<file path="config.mk">
export PLATFORM = sky130hd
export DESIGN_NAME = sram_d_arbiter
export DESIGN_NICKNAME = d
export VERILOG_FILES = /design/src/rtl/sram_arb_pkg.sv /design/src/rtl/resp_tag_fifo.sv /design/src/rtl/sram_d_arbiter.sv
export SDC_FILE = /design/constraint.sdc
export NUM_CORES = 1
export LEC_CHECK = 0
export ABC_CLOCK_PERIOD_IN_PS = 2400
export CAP_MARGIN = 20
export CORE_AREA = 2 2 123 125
export CTS_BUF_LIST = sky130_fd_sc_hd__clkbuf_8 sky130_fd_sc_hd__clkbuf_16
export DETAILED_ROUTE_END_ITERATION = 10
export DIE_AREA = 0 0 125 127
export PLACE_DENSITY = 0.62
export RECOVER_POWER = 50
export SYNTH_ARGS = -nofsm -noshare
export SYNTH_HDL_FRONTEND = slang
export SYNTH_SLANG_ARGS = --single-unit
</file>
<file path="constraint.sdc">
create_clock -name clk_i -period 2.4 [get_ports clk_i]
set_input_delay 0.24 -clock clk_i [delete_from_list [all_inputs] [get_ports clk_i]]
set_output_delay 0.24 -clock clk_i [all_outputs]
set_load 0.02 [all_outputs]
</file>
<file path="src/rtl/sram_arb_pkg.sv">
// Shared types and helpers for the data-side SRAM arbiter.
package sram_arb_pkg;

  localparam logic M_CORE   = 1'b0;
  localparam logic M_BRIDGE = 1'b1;

  // One entry per granted transaction: who issued it and whether it is answered locally.
  typedef struct packed {
    logic err;
    logic id;
  } resp_tag_t;

  function automatic logic addr_in_range(input logic [31:0] addr,
                                         input logic [31:0] base_addr,
                                         input logic [31:0] end_addr);
    return (addr >= base_addr) && (addr < end_addr);
  endfunction

endpackage

</file>
<file path="src/rtl/resp_tag_fifo.sv">
// In-order response tag FIFO; head is visible combinationally so responses route in the same cycle.
module resp_tag_fifo
  import sram_arb_pkg::*;
#(
  parameter int DEPTH = 2,
  localparam int CW = $clog2(DEPTH + 1)
) (
  input  logic          clk_i,
  input  logic          rst_i,
  input  logic          push,
  input  resp_tag_t     push_data,
  input  logic          pop,
  output resp_tag_t     head,
  output logic [CW-1:0] count,
  output logic          full
);

  localparam int PW = (DEPTH > 1) ? $clog2(DEPTH) : 1;

  resp_tag_t       mem_reg [DEPTH];
  logic [PW-1:0]   wr_ptr_reg;
  logic [PW-1:0]   rd_ptr_reg;
  logic [CW-1:0]   count_reg;
  logic            do_push;
  logic            do_pop;

  assign full    = (count_reg == CW'(DEPTH));
  assign count   = count_reg;
  assign head    = mem_reg[rd_ptr_reg];
  assign do_push = push && !full;
  assign do_pop  = pop && (count_reg != '0);

  always_ff @(posedge clk_i) begin
    if (do_push) mem_reg[wr_ptr_reg] <= push_data;
  end

  // DEPTH is a power of two, so pointer overflow is the modulo wrap.
  always_ff @(posedge clk_i) begin
    if (rst_i) begin
      wr_ptr_reg <= '0;
      rd_ptr_reg <= '0;
      count_reg  <= '0;
    end else begin
      if (do_push) wr_ptr_reg <= wr_ptr_reg + PW'(1);
      if (do_pop)  rd_ptr_reg <= rd_ptr_reg + PW'(1);
      case ({do_push, do_pop})
        2'b10:   count_reg <= count_reg + CW'(1);
        2'b01:   count_reg <= count_reg - CW'(1);
        default: count_reg <= count_reg;
      endcase
    end
  end

endmodule

</file>
<file path="src/rtl/sram_d_arbiter.sv">
// Two-master round-robin OBI arbiter for the SRAM data port; out-of-window accesses
// are answered locally with an error response.
module sram_d_arbiter
  import sram_arb_pkg::*;
#(
  parameter logic [31:0] SRAM_BASE_ADDR = 32'h8000_0000,
  parameter logic [31:0] SRAM_END_ADDR  = 32'h8000_C000,
  parameter int          FIFO_DEPTH     = 2
) (
  input  logic        clk_i,
  input  logic        rst_i,
  input  logic        m0_req_i,
  output logic        m0_gnt_o,
  input  logic [31:0] m0_addr_i,
  input  logic        m0_we_i,
  input  logic [3:0]  m0_be_i,
  input  logic [31:0] m0_wdata_i,
  output logic        m0_rvalid_o,
  output logic [31:0] m0_rdata_o,
  output logic        m0_err_o,
  input  logic        m1_req_i,
  output logic        m1_gnt_o,
  input  logic [31:0] m1_addr_i,
  input  logic        m1_we_i,
  input  logic [3:0]  m1_be_i,
  input  logic [31:0] m1_wdata_i,
  output logic        m1_rvalid_o,
  output logic [31:0] m1_rdata_o,
  output logic        m1_err_o,
  output logic        s_req_o,
  input  logic        s_gnt_i,
  output logic [31:0] s_addr_o,
  output logic        s_we_o,
  output logic [3:0]  s_be_o,
  output logic [31:0] s_wdata_o,
  input  logic        s_rvalid_i,
  input  logic [31:0] s_rdata_i,
  output logic        illegal_access_o
);

  localparam int CW = $clog2(FIFO_DEPTH + 1);

  logic          last_grant_reg;
  logic          lock_reg;
  logic          lock_sel_reg;
  logic          illegal_reg;
  logic          sel;
  logic          sel_req;
  logic [31:0]   sel_addr;
  logic          in_range;
  logic          full;
  logic          grant;
  logic          pop;
  logic [CW-1:0] count;
  resp_tag_t     head;
  resp_tag_t     push_tag;

  // A stalled master keeps the selection until granted so its request stays stable.
  always_comb begin
    if (lock_reg)                   sel = lock_sel_reg;
    else if (m0_req_i && m1_req_i)  sel = ~last_grant_reg;
    else if (m1_req_i)              sel = M_BRIDGE;
    else                            sel = M_CORE;
  end

  assign sel_req  = (sel == M_BRIDGE) ? m1_req_i : m0_req_i;
  assign sel_addr = (sel == M_BRIDGE) ? m1_addr_i : m0_addr_i;
  assign in_range = addr_in_range(sel_addr, SRAM_BASE_ADDR, SRAM_END_ADDR);
  assign grant    = sel_req && !full && (in_range ? s_gnt_i : 1'b1);

  assign s_req_o   = sel_req && in_range && !full;
  assign s_addr_o  = sel_req ? sel_addr : '0;
  assign s_we_o    = sel_req && ((sel == M_BRIDGE) ? m1_we_i : m0_we_i);
  assign s_be_o    = sel_req ? ((sel == M_BRIDGE) ? m1_be_i : m0_be_i) : '0;
  assign s_wdata_o = sel_req ? ((sel == M_BRIDGE) ? m1_wdata_i : m0_wdata_i) : '0;

  assign m0_gnt_o = grant && (sel == M_CORE);
  assign m1_gnt_o = grant && (sel == M_BRIDGE);

  assign push_tag = '{err: !in_range, id: sel};

  resp_tag_fifo #(.DEPTH(FIFO_DEPTH)) u_fifo (
    .clk_i     (clk_i),
    .rst_i     (rst_i),
    .push      (grant),
    .push_data (push_tag),
    .pop       (pop),
    .head      (head),
    .count     (count),
    .full      (full)
  );

  // Local errors retire immediately; slave rvalid is ignored while such an entry is at the head.
  assign pop = (count != '0) && (head.err || s_rvalid_i);

  assign m0_rvalid_o = pop && (head.id == M_CORE);
  assign m1_rvalid_o = pop && (head.id == M_BRIDGE);
  assign m0_err_o    = m0_rvalid_o && head.err;
  assign m1_err_o    = m1_rvalid_o && head.err;
  assign m0_rdata_o  = (m0_rvalid_o && !head.err) ? s_rdata_i : '0;
  assign m1_rdata_o  = (m1_rvalid_o && !head.err) ? s_rdata_i : '0;

  assign illegal_access_o = illegal_reg;

  always_ff @(posedge clk_i) begin
    if (rst_i) begin
      last_grant_reg <= M_BRIDGE;
      lock_reg       <= 1'b0;
      lock_sel_reg   <= M_CORE;
      illegal_reg    <= 1'b0;
    end else begin
      illegal_reg <= grant && !in_range;
      if (grant) begin
        last_grant_reg <= sel;
        lock_reg       <= 1'b0;
      end else if (sel_req) begin
        lock_reg     <= 1'b1;
        lock_sel_reg <= sel;
      end else begin
        lock_reg <= 1'b0;
      end
    end
  end

endmodule

</file>
# [Word level (Yosys, flattened, before mapping)]
# Memories as Yosys holds them, arrays and structs flattened. A register that Yosys moved wholly into a read port is not among the register bits.
# Index checks and enable logic that the tools add are counted.
[word_totals] wordCells=68 output_inout_bits=141 ff_bits=8 ram_bits=4 mem_count=1
[memory_table] memory="u_fifo.mem_reg" words=2 width=2 rd=1 rd_clocked_by_memory_dff=1 write_ports=1 line="resp_tag_fifo.sv:20" source="resp_tag_t mem_reg [DEPTH];"
[op_classes] magnitude_cmp=2 n_reduce_logical=27 add_sub_neg=4 eq_ne=3 mux=20 bitwise=4
[op_table] op="$mux W32" count=6
[op_table] op="$ge A32 B32 Y1 const B" count=1
[op_table] op="$lt A32 B32 Y1 const B" count=1
[op_table] op="$logic_and A1 B1 Y1" count=19
[op_table] op="$mux W1" count=11
[op_table] op="$mux W4" count=2
[op_table] op="$eq A2 B2 Y1 const B" count=2
[op_table] op="$not A1 Y1" count=4
[op_table] op="$pmux W2 S2" count=1
[op_table] op="$reduce_bool A2 Y1" count=2
[op_table] op="$logic_not A1 Y1" count=3
[op_table] op="$add A1 B1 Y1 const B" count=2
[op_table] op="$add A2 B1 Y2 const B" count=1
[op_table] op="$eq A2 B1 Y1 const B" count=1
[op_table] op="$reduce_and A2 Y1" count=1
[op_table] op="$reduce_or A2 Y1" count=1
[op_table] op="$sub A2 B1 Y2 const B" count=1
[op_table] op="$logic_or A1 B1 Y1" count=1

# [Logic depth before layout (Yosys ltp)]
[logic_depth] ltp_word=11 mapped_depth=9 mapped_depth_nobuf=8

# [Modules after synthesis]
# A second synthesis with hierarchy kept.
[hier_totals] hier_cells=383 area_unflattened_um2=2119.5
[by_module_without_submodules] mod="sram_d_arbiter" area_each_um2=1756.7 seq_area_each_um2=80.1 n_inst=1 cells_each=352
[by_module_without_submodules] mod="resp_tag_fifo" area_each_um2=362.8 seq_area_each_um2=220.2 n_inst=1 cells_each=31

# [Least setup slack after synthesis]
# Ideal clock, no wire load.
[synth_path] kind="reg-to-reg" from="register last_grant_reg" to="register u_fifo.count_reg[1], in the netlist u_fifo.count[1]" arrival_time_ns=1.983 path_buffers=1 path_stages_with_launch=9 t_required_ns=2.329 slack_ns=0.346 synth_period_minus_slack_ns=2.054 cell_sequence="dfxtp_1 > a21bo_1 > o21a_1 > buf_6 > nor4_4 > or2_1 > ha_1 > or3_1 > a21oi_1"
[synth_via] elab_chain_len=11 elab_cells_between_ends=16 cone_classes="order compare: 2; eq/ne: 2; mux: 6; bitwise: 1; reduce/logical: 5"
[synth_rtl] item="from (decl)" line="sram_d_arbiter.sv:43" source="logic last_grant_reg;"
[synth_rtl] item="from (signal assigned)" line="sram_d_arbiter.sv:114" source="last_grant_reg <= sel;"
[synth_rtl] item="$not A1 Y1 (*)" line="sram_d_arbiter.sv:61" source="else if (m0_req_i && m1_req_i) sel = ~last_grant_reg;"
[synth_rtl] item="$mux W1 (*)" line="sram_d_arbiter.sv:61"
[synth_rtl] item="$mux W1 (*)" line="sram_d_arbiter.sv:60" source="if (lock_reg) sel = lock_sel_reg;"
[synth_rtl] item="$mux W32" line="sram_d_arbiter.sv:67" source="assign sel_addr = (sel == M_BRIDGE) ? m1_addr_i : m0_addr_i;"
[synth_rtl] item="$ge A32 B32 Y1 / $lt A32 B32 Y1 (equally long branches)" line="sram_arb_pkg.sv:16" source="return (addr >= base_addr) && (addr < end_addr);"
[synth_rtl] item="$logic_and A1 B1 Y1" line="sram_arb_pkg.sv:16"
[synth_rtl] item="$mux W1" line="sram_d_arbiter.sv:69" source="assign grant = sel_req && !full && (in_range ? s_gnt_i : 1'b1);"
[synth_rtl] item="$logic_and A1 B1 Y1 (*)" line="sram_d_arbiter.sv:69"
[synth_rtl] item="$logic_and A1 B1 Y1 (*)" line="resp_tag_fifo.sv:30" source="assign do_push = push && !full;"
[synth_rtl] item="$eq A2 B1 Y1 / $eq A2 B2 Y1 (equally long branches)" line="resp_tag_fifo.sv:46" source="case ({do_push, do_pop})"
[synth_rtl] item="$pmux W2 S2 / $reduce_bool A2 Y1 (equally long branches)"
[synth_rtl] item="to (signal assigned)" line="resp_tag_fifo.sv:47" source="2'b10: count_reg <= count_reg + CW'(1);"
[synth_rtl] item="to (signal assigned)" line="resp_tag_fifo.sv:48" source="2'b01: count_reg <= count_reg - CW'(1);"
[synth_rtl] item="to (signal assigned)" line="resp_tag_fifo.sv:49" source="default: count_reg <= count_reg;"
[synth_rtl] item="to (decl)" line="resp_tag_fifo.sv:23" source="logic [CW-1:0] count_reg;"
# Every way passes the cells marked *; elsewhere a longest branch is shown, timed or not.
# A chain may end at the register's enable or synchronous reset.

# [Worst setup path after layout]
[layout_path] from="input m1_addr_i[28]" to="register u_fifo.count_reg[1], in the netlist u_fifo.count[1]"
[layout_via] elab_chain_len=8 elab_cells_between_ends=11 cone_classes="order compare: 2; eq/ne: 2; mux: 3; reduce/logical: 4"
[layout_rtl] item="from (decl)" line="sram_d_arbiter.sv:23" source="input logic [31:0] m1_addr_i,"
[layout_rtl] item="$mux W32 (*)" line="sram_d_arbiter.sv:67"
[layout_rtl] item="$ge A32 B32 Y1 / $lt A32 B32 Y1 (equally long branches)" line="sram_arb_pkg.sv:16"
[layout_rtl] item="$logic_and A1 B1 Y1 (*)" line="sram_arb_pkg.sv:16"
[layout_rtl] item="$mux W1 (*)" line="sram_d_arbiter.sv:69"
[layout_rtl] item="$logic_and A1 B1 Y1 (*)" line="sram_d_arbiter.sv:69"
[layout_rtl] item="$logic_and A1 B1 Y1 (*)" line="resp_tag_fifo.sv:30"
[layout_rtl] item="$eq A2 B1 Y1 / $eq A2 B2 Y1 (equally long branches)" line="resp_tag_fifo.sv:46"
[layout_rtl] item="$pmux W2 S2 / $reduce_bool A2 Y1 (equally long branches)"
# Marks and branches as above.

==> results by group <==
Route
  • ANT nets after route: 0
  • Remaining DRCs: 0
  • Wire length per cell: 14.2 um
  • DR pass1 iterations: 4
  • First DRT Iteration DRCs: 103
  • Via density: 4.22
  • Post-Route WL: 12,900 um
  • Via count: 3,816

Worst setup path
  • Worst Setup End Kind: register
  • Critical Path RT: 2.57 ns
  • Worst-path cell chain: clkdlybuf4s50_1 -> nor4_1 -> nand3_1 -> nor4_4 -> or2_1 -> ha_4 -> or3_1 -> a21oi_1
  • Worst path slowest cell: clkdlybuf4s50_1
  • Crit-path max FO: 3
  • CP startpoint kind: primary input
  • R2R cell count: 8
  • CP max stage delay: 0.43 ns
  • Crit Path Class: primary input to register
  • CP Data Arrival Time: 2.49 ns

Placed design
  • Port bufs: 316
  • Dpl hpwl: 10,800 um
  • Placed Cells: 898
  • Routability cong.: 0.799
  • Place WS: -0.271 ns

Timing
  • Final setup TNS: 0 ns
  • Clk_skew: 0.00196 ns
  • Final hold violation count: 0
  • Final slew viol count: 0
  • Final WS setup: 0.0742 ns
  • Tmin final: 2.33 ns
  • Setup-failing EPs final: 0
  • Max transition margin: 71.7%
  • Period utilization: 96.9%
  • Fmax: 0.430 GHz
  • Tightest Pin Transition: 0.423 ns

Power and ir drop
  • P_leak: 2.74 nW
  • VDD IR max: 0.000209 V
  • Comb pwr share: 73.1%
  • Total power: 2.43 mW
  • Seq pwr share: 14.2%
  • Clock Power Share: 12.8%
  • Int Pwr: 1.36 mW
  • P_sw: 1.07 mW
  • Pwr Density: 424 nW/um^2
  • Sw frac: 43.9%

Die
  • IO Pins: 317
  • Rows: 44
  • Core area: 14,400 um^2
  • Die width: 125 um
  • Die area: 15,900 um^2
  • Die Y: 127 um
  • Starting Density: 15.4%

Synth
  • Mux cell area share after synthesis: 0.902%
  • Adder-Cell Fraction of Synth Area: 0.564%
  • Ys async rst share: 0%
  • Library cells used by synthesis: 40
  • Post-synth EDFFs: 4
  • Main combinational cell family by area after synthesis: simple AND/OR/NAND/NOR gates
  • Simple-Gate Fraction of Synth Area: 53.1%
  • Post-synthesis cell area: 2220 um^2
  • Syn. warnings: 0
  • Post-synthesis register bit count: 13
  • Synthesized net count: 574
  • Syn Inst Count: 397
  • Xor/xnor share of the synthesized area: 1.18%
  • Compound-gate portion of the synthesized area: 23.5%
  • Sequential share of the synthesized area: 13.5%
  • Dominant synthesized flop cell: dfxtp_1
  • Post-synthesis area per instance: 5.59 um^2

Global route
  • Largest net degree at the start of global routing: 33
  • Initial antenna violation count: 0
  • First-pass GRT wire length: 19,300 um
  • Total global routing overflow: 0
  • Total Routing Usage GR: 15.0%
  • Vias in the first global route: 3,702

Clock network
  • Clk slew on worst S/H paths: 0.04 ns
  • H-tree lvl count: 1
  • Clk sinks: 13
  • Max Buffers Root-to-Sink: 2
  • Clock latency at the later pin of the worst-skew pair: 0.24 ns
  • Number of CTS-inserted buffers: 3
  • Hold buffer count at cts: 0
  • CTS tree: done
  • Root Buffer: clkbuf_16

Finish
  • Most common cell after layout, fill and taps aside: clkdlybuf4s50_1
  • Most frequent cells in the layout: 179 x clkdlybuf4s50_1, 144 x nand2_1, 91 x dlygate4sd2_1
  • Antenna diodes: 0
  • Non-Filler Instances: 904
  • Layout cells sized above 1: 10.4%
  • Number of flip-flops under the largest register name: 4
  • Layout Area Growth over Synthesis: 158%
  • Nets: 898

Worst hold path
  • Hold path cells: 2
  • Worst hold path type: register to register

Outcome
  • Outcome: complete, no violations

Job
  • Max-cap violations: 0
## Yosys cell counts (3+ instances only)
master | instances | area (um^2)
dfxtp_1 | 9 | 180
inv_1 | 6 | 22.5
edfxtp_1 | 4 | 120
and2_1 | 64 | 400
nor3_1 | 3 | 15.0
nor4_1 | 7 | 43.8
clkbuf_1 | 21 | 78.8
buf_2 | 8 | 40.0
a21oi_1 | 74 | 370
nor2b_1 | 3 | 18.8
nor2_1 | 19 | 71.3
nand2_1 | 144 | 541
## worst paths after layout
| check | from | end | slack (ns) |
|---|---|---|---|
| worst min-delay path | u_fifo.rd_ptr_reg$_SDFFE_PP0P_ | register | 0.49 |
| worst max-delay path | m1_addr_i[28] | u_fifo.count[1]$_SDFFE_PP0P_ | 0.07 |
| worst max register to register | u_fifo.mem_reg[0][1]$_DFFE_PP_ | u_fifo.count[1]$_SDFFE_PP0P_ | 0.28 |
| worst min register to register | u_fifo.rd_ptr_reg$_SDFFE_PP0P_ | register | 0.49 |
## power by group through the flow
| stage | clock network (mW) | registers, mW | logic, mW |
|---|---|---|---|
| floorplan | 0 | 0.332 | 0.883 |
| global placement | 0 | 0.347 | 1.87 |
| detailed placement | 0 | 0.346 | 1.87 |
| CTS | 0.314 | 0.344 | 1.76 |
| global route | 0.324 | 0.351 | 1.92 |
| finish | 0.310 | 0.344 | 1.77 |
## critical path, delay by kind of cell
kind	cells	cell delay [ns]
AO/OA/AOI/OAI	1	0.14
adder cells (fa/ha/maj)	1	0.23
buffers and inverters	1	0.43
AND/OR/NAND/NOR	5	1.46
## cell families (layout without fill, tap and decap cells)
family / count (synthesis) / in the layout
muxes: 2 / 2
buffers and inverters: 38 / 361
xor gates and xnor gates: 3 / 3
adders and majority gates: 1 / 1
DFF: 13 / 13
and+or+nand+nor: 250 / 250
AOI/OAI and AO/OA: 90 / 90
## final cells by class
class / instances / area, um^2
clock buffers: 3 / 75.1
clock inverters: 1 / 3.75
fillers: 1591 / 8700
inverters: 7 / 26.3
multi-input cells: 346 / 1800
flip-flops and latches: 13 / 300
well taps: 184 / 230
repair buffers: 350 / 3290
## timing repair
item                                    in CTS  in global routing
resized for setup                          133                 70
endpoints found under the setup margin     134                 47
setup buffers                                1                  1
cloned                                       0                  0
pin swaps                                    2                  2
## per-layer routing
layer	share of wire, %	track usage, %	vias to the layer above	wire length [um]
met5	0	0	-	0
met4	1.9	4.38	0	247
met3	8.3	3.89	17	1070
met2	51	28.1	199	6610
met1	38	16.8	1653	4950
li1	-	-	1947	-
## per-stage QoR
stage	util (%)	hold WS, ns	cell area (um^2)
floorplan	-	0.437	2220
global placement	40.3	0.480	5810
detailed placement	40.3	0.482	5810
CTS	39.7	0.492	5730
global route	39.7	0.523	5720
finish	39.7	0.494	5720
Power figures use the tool's default switching activity.
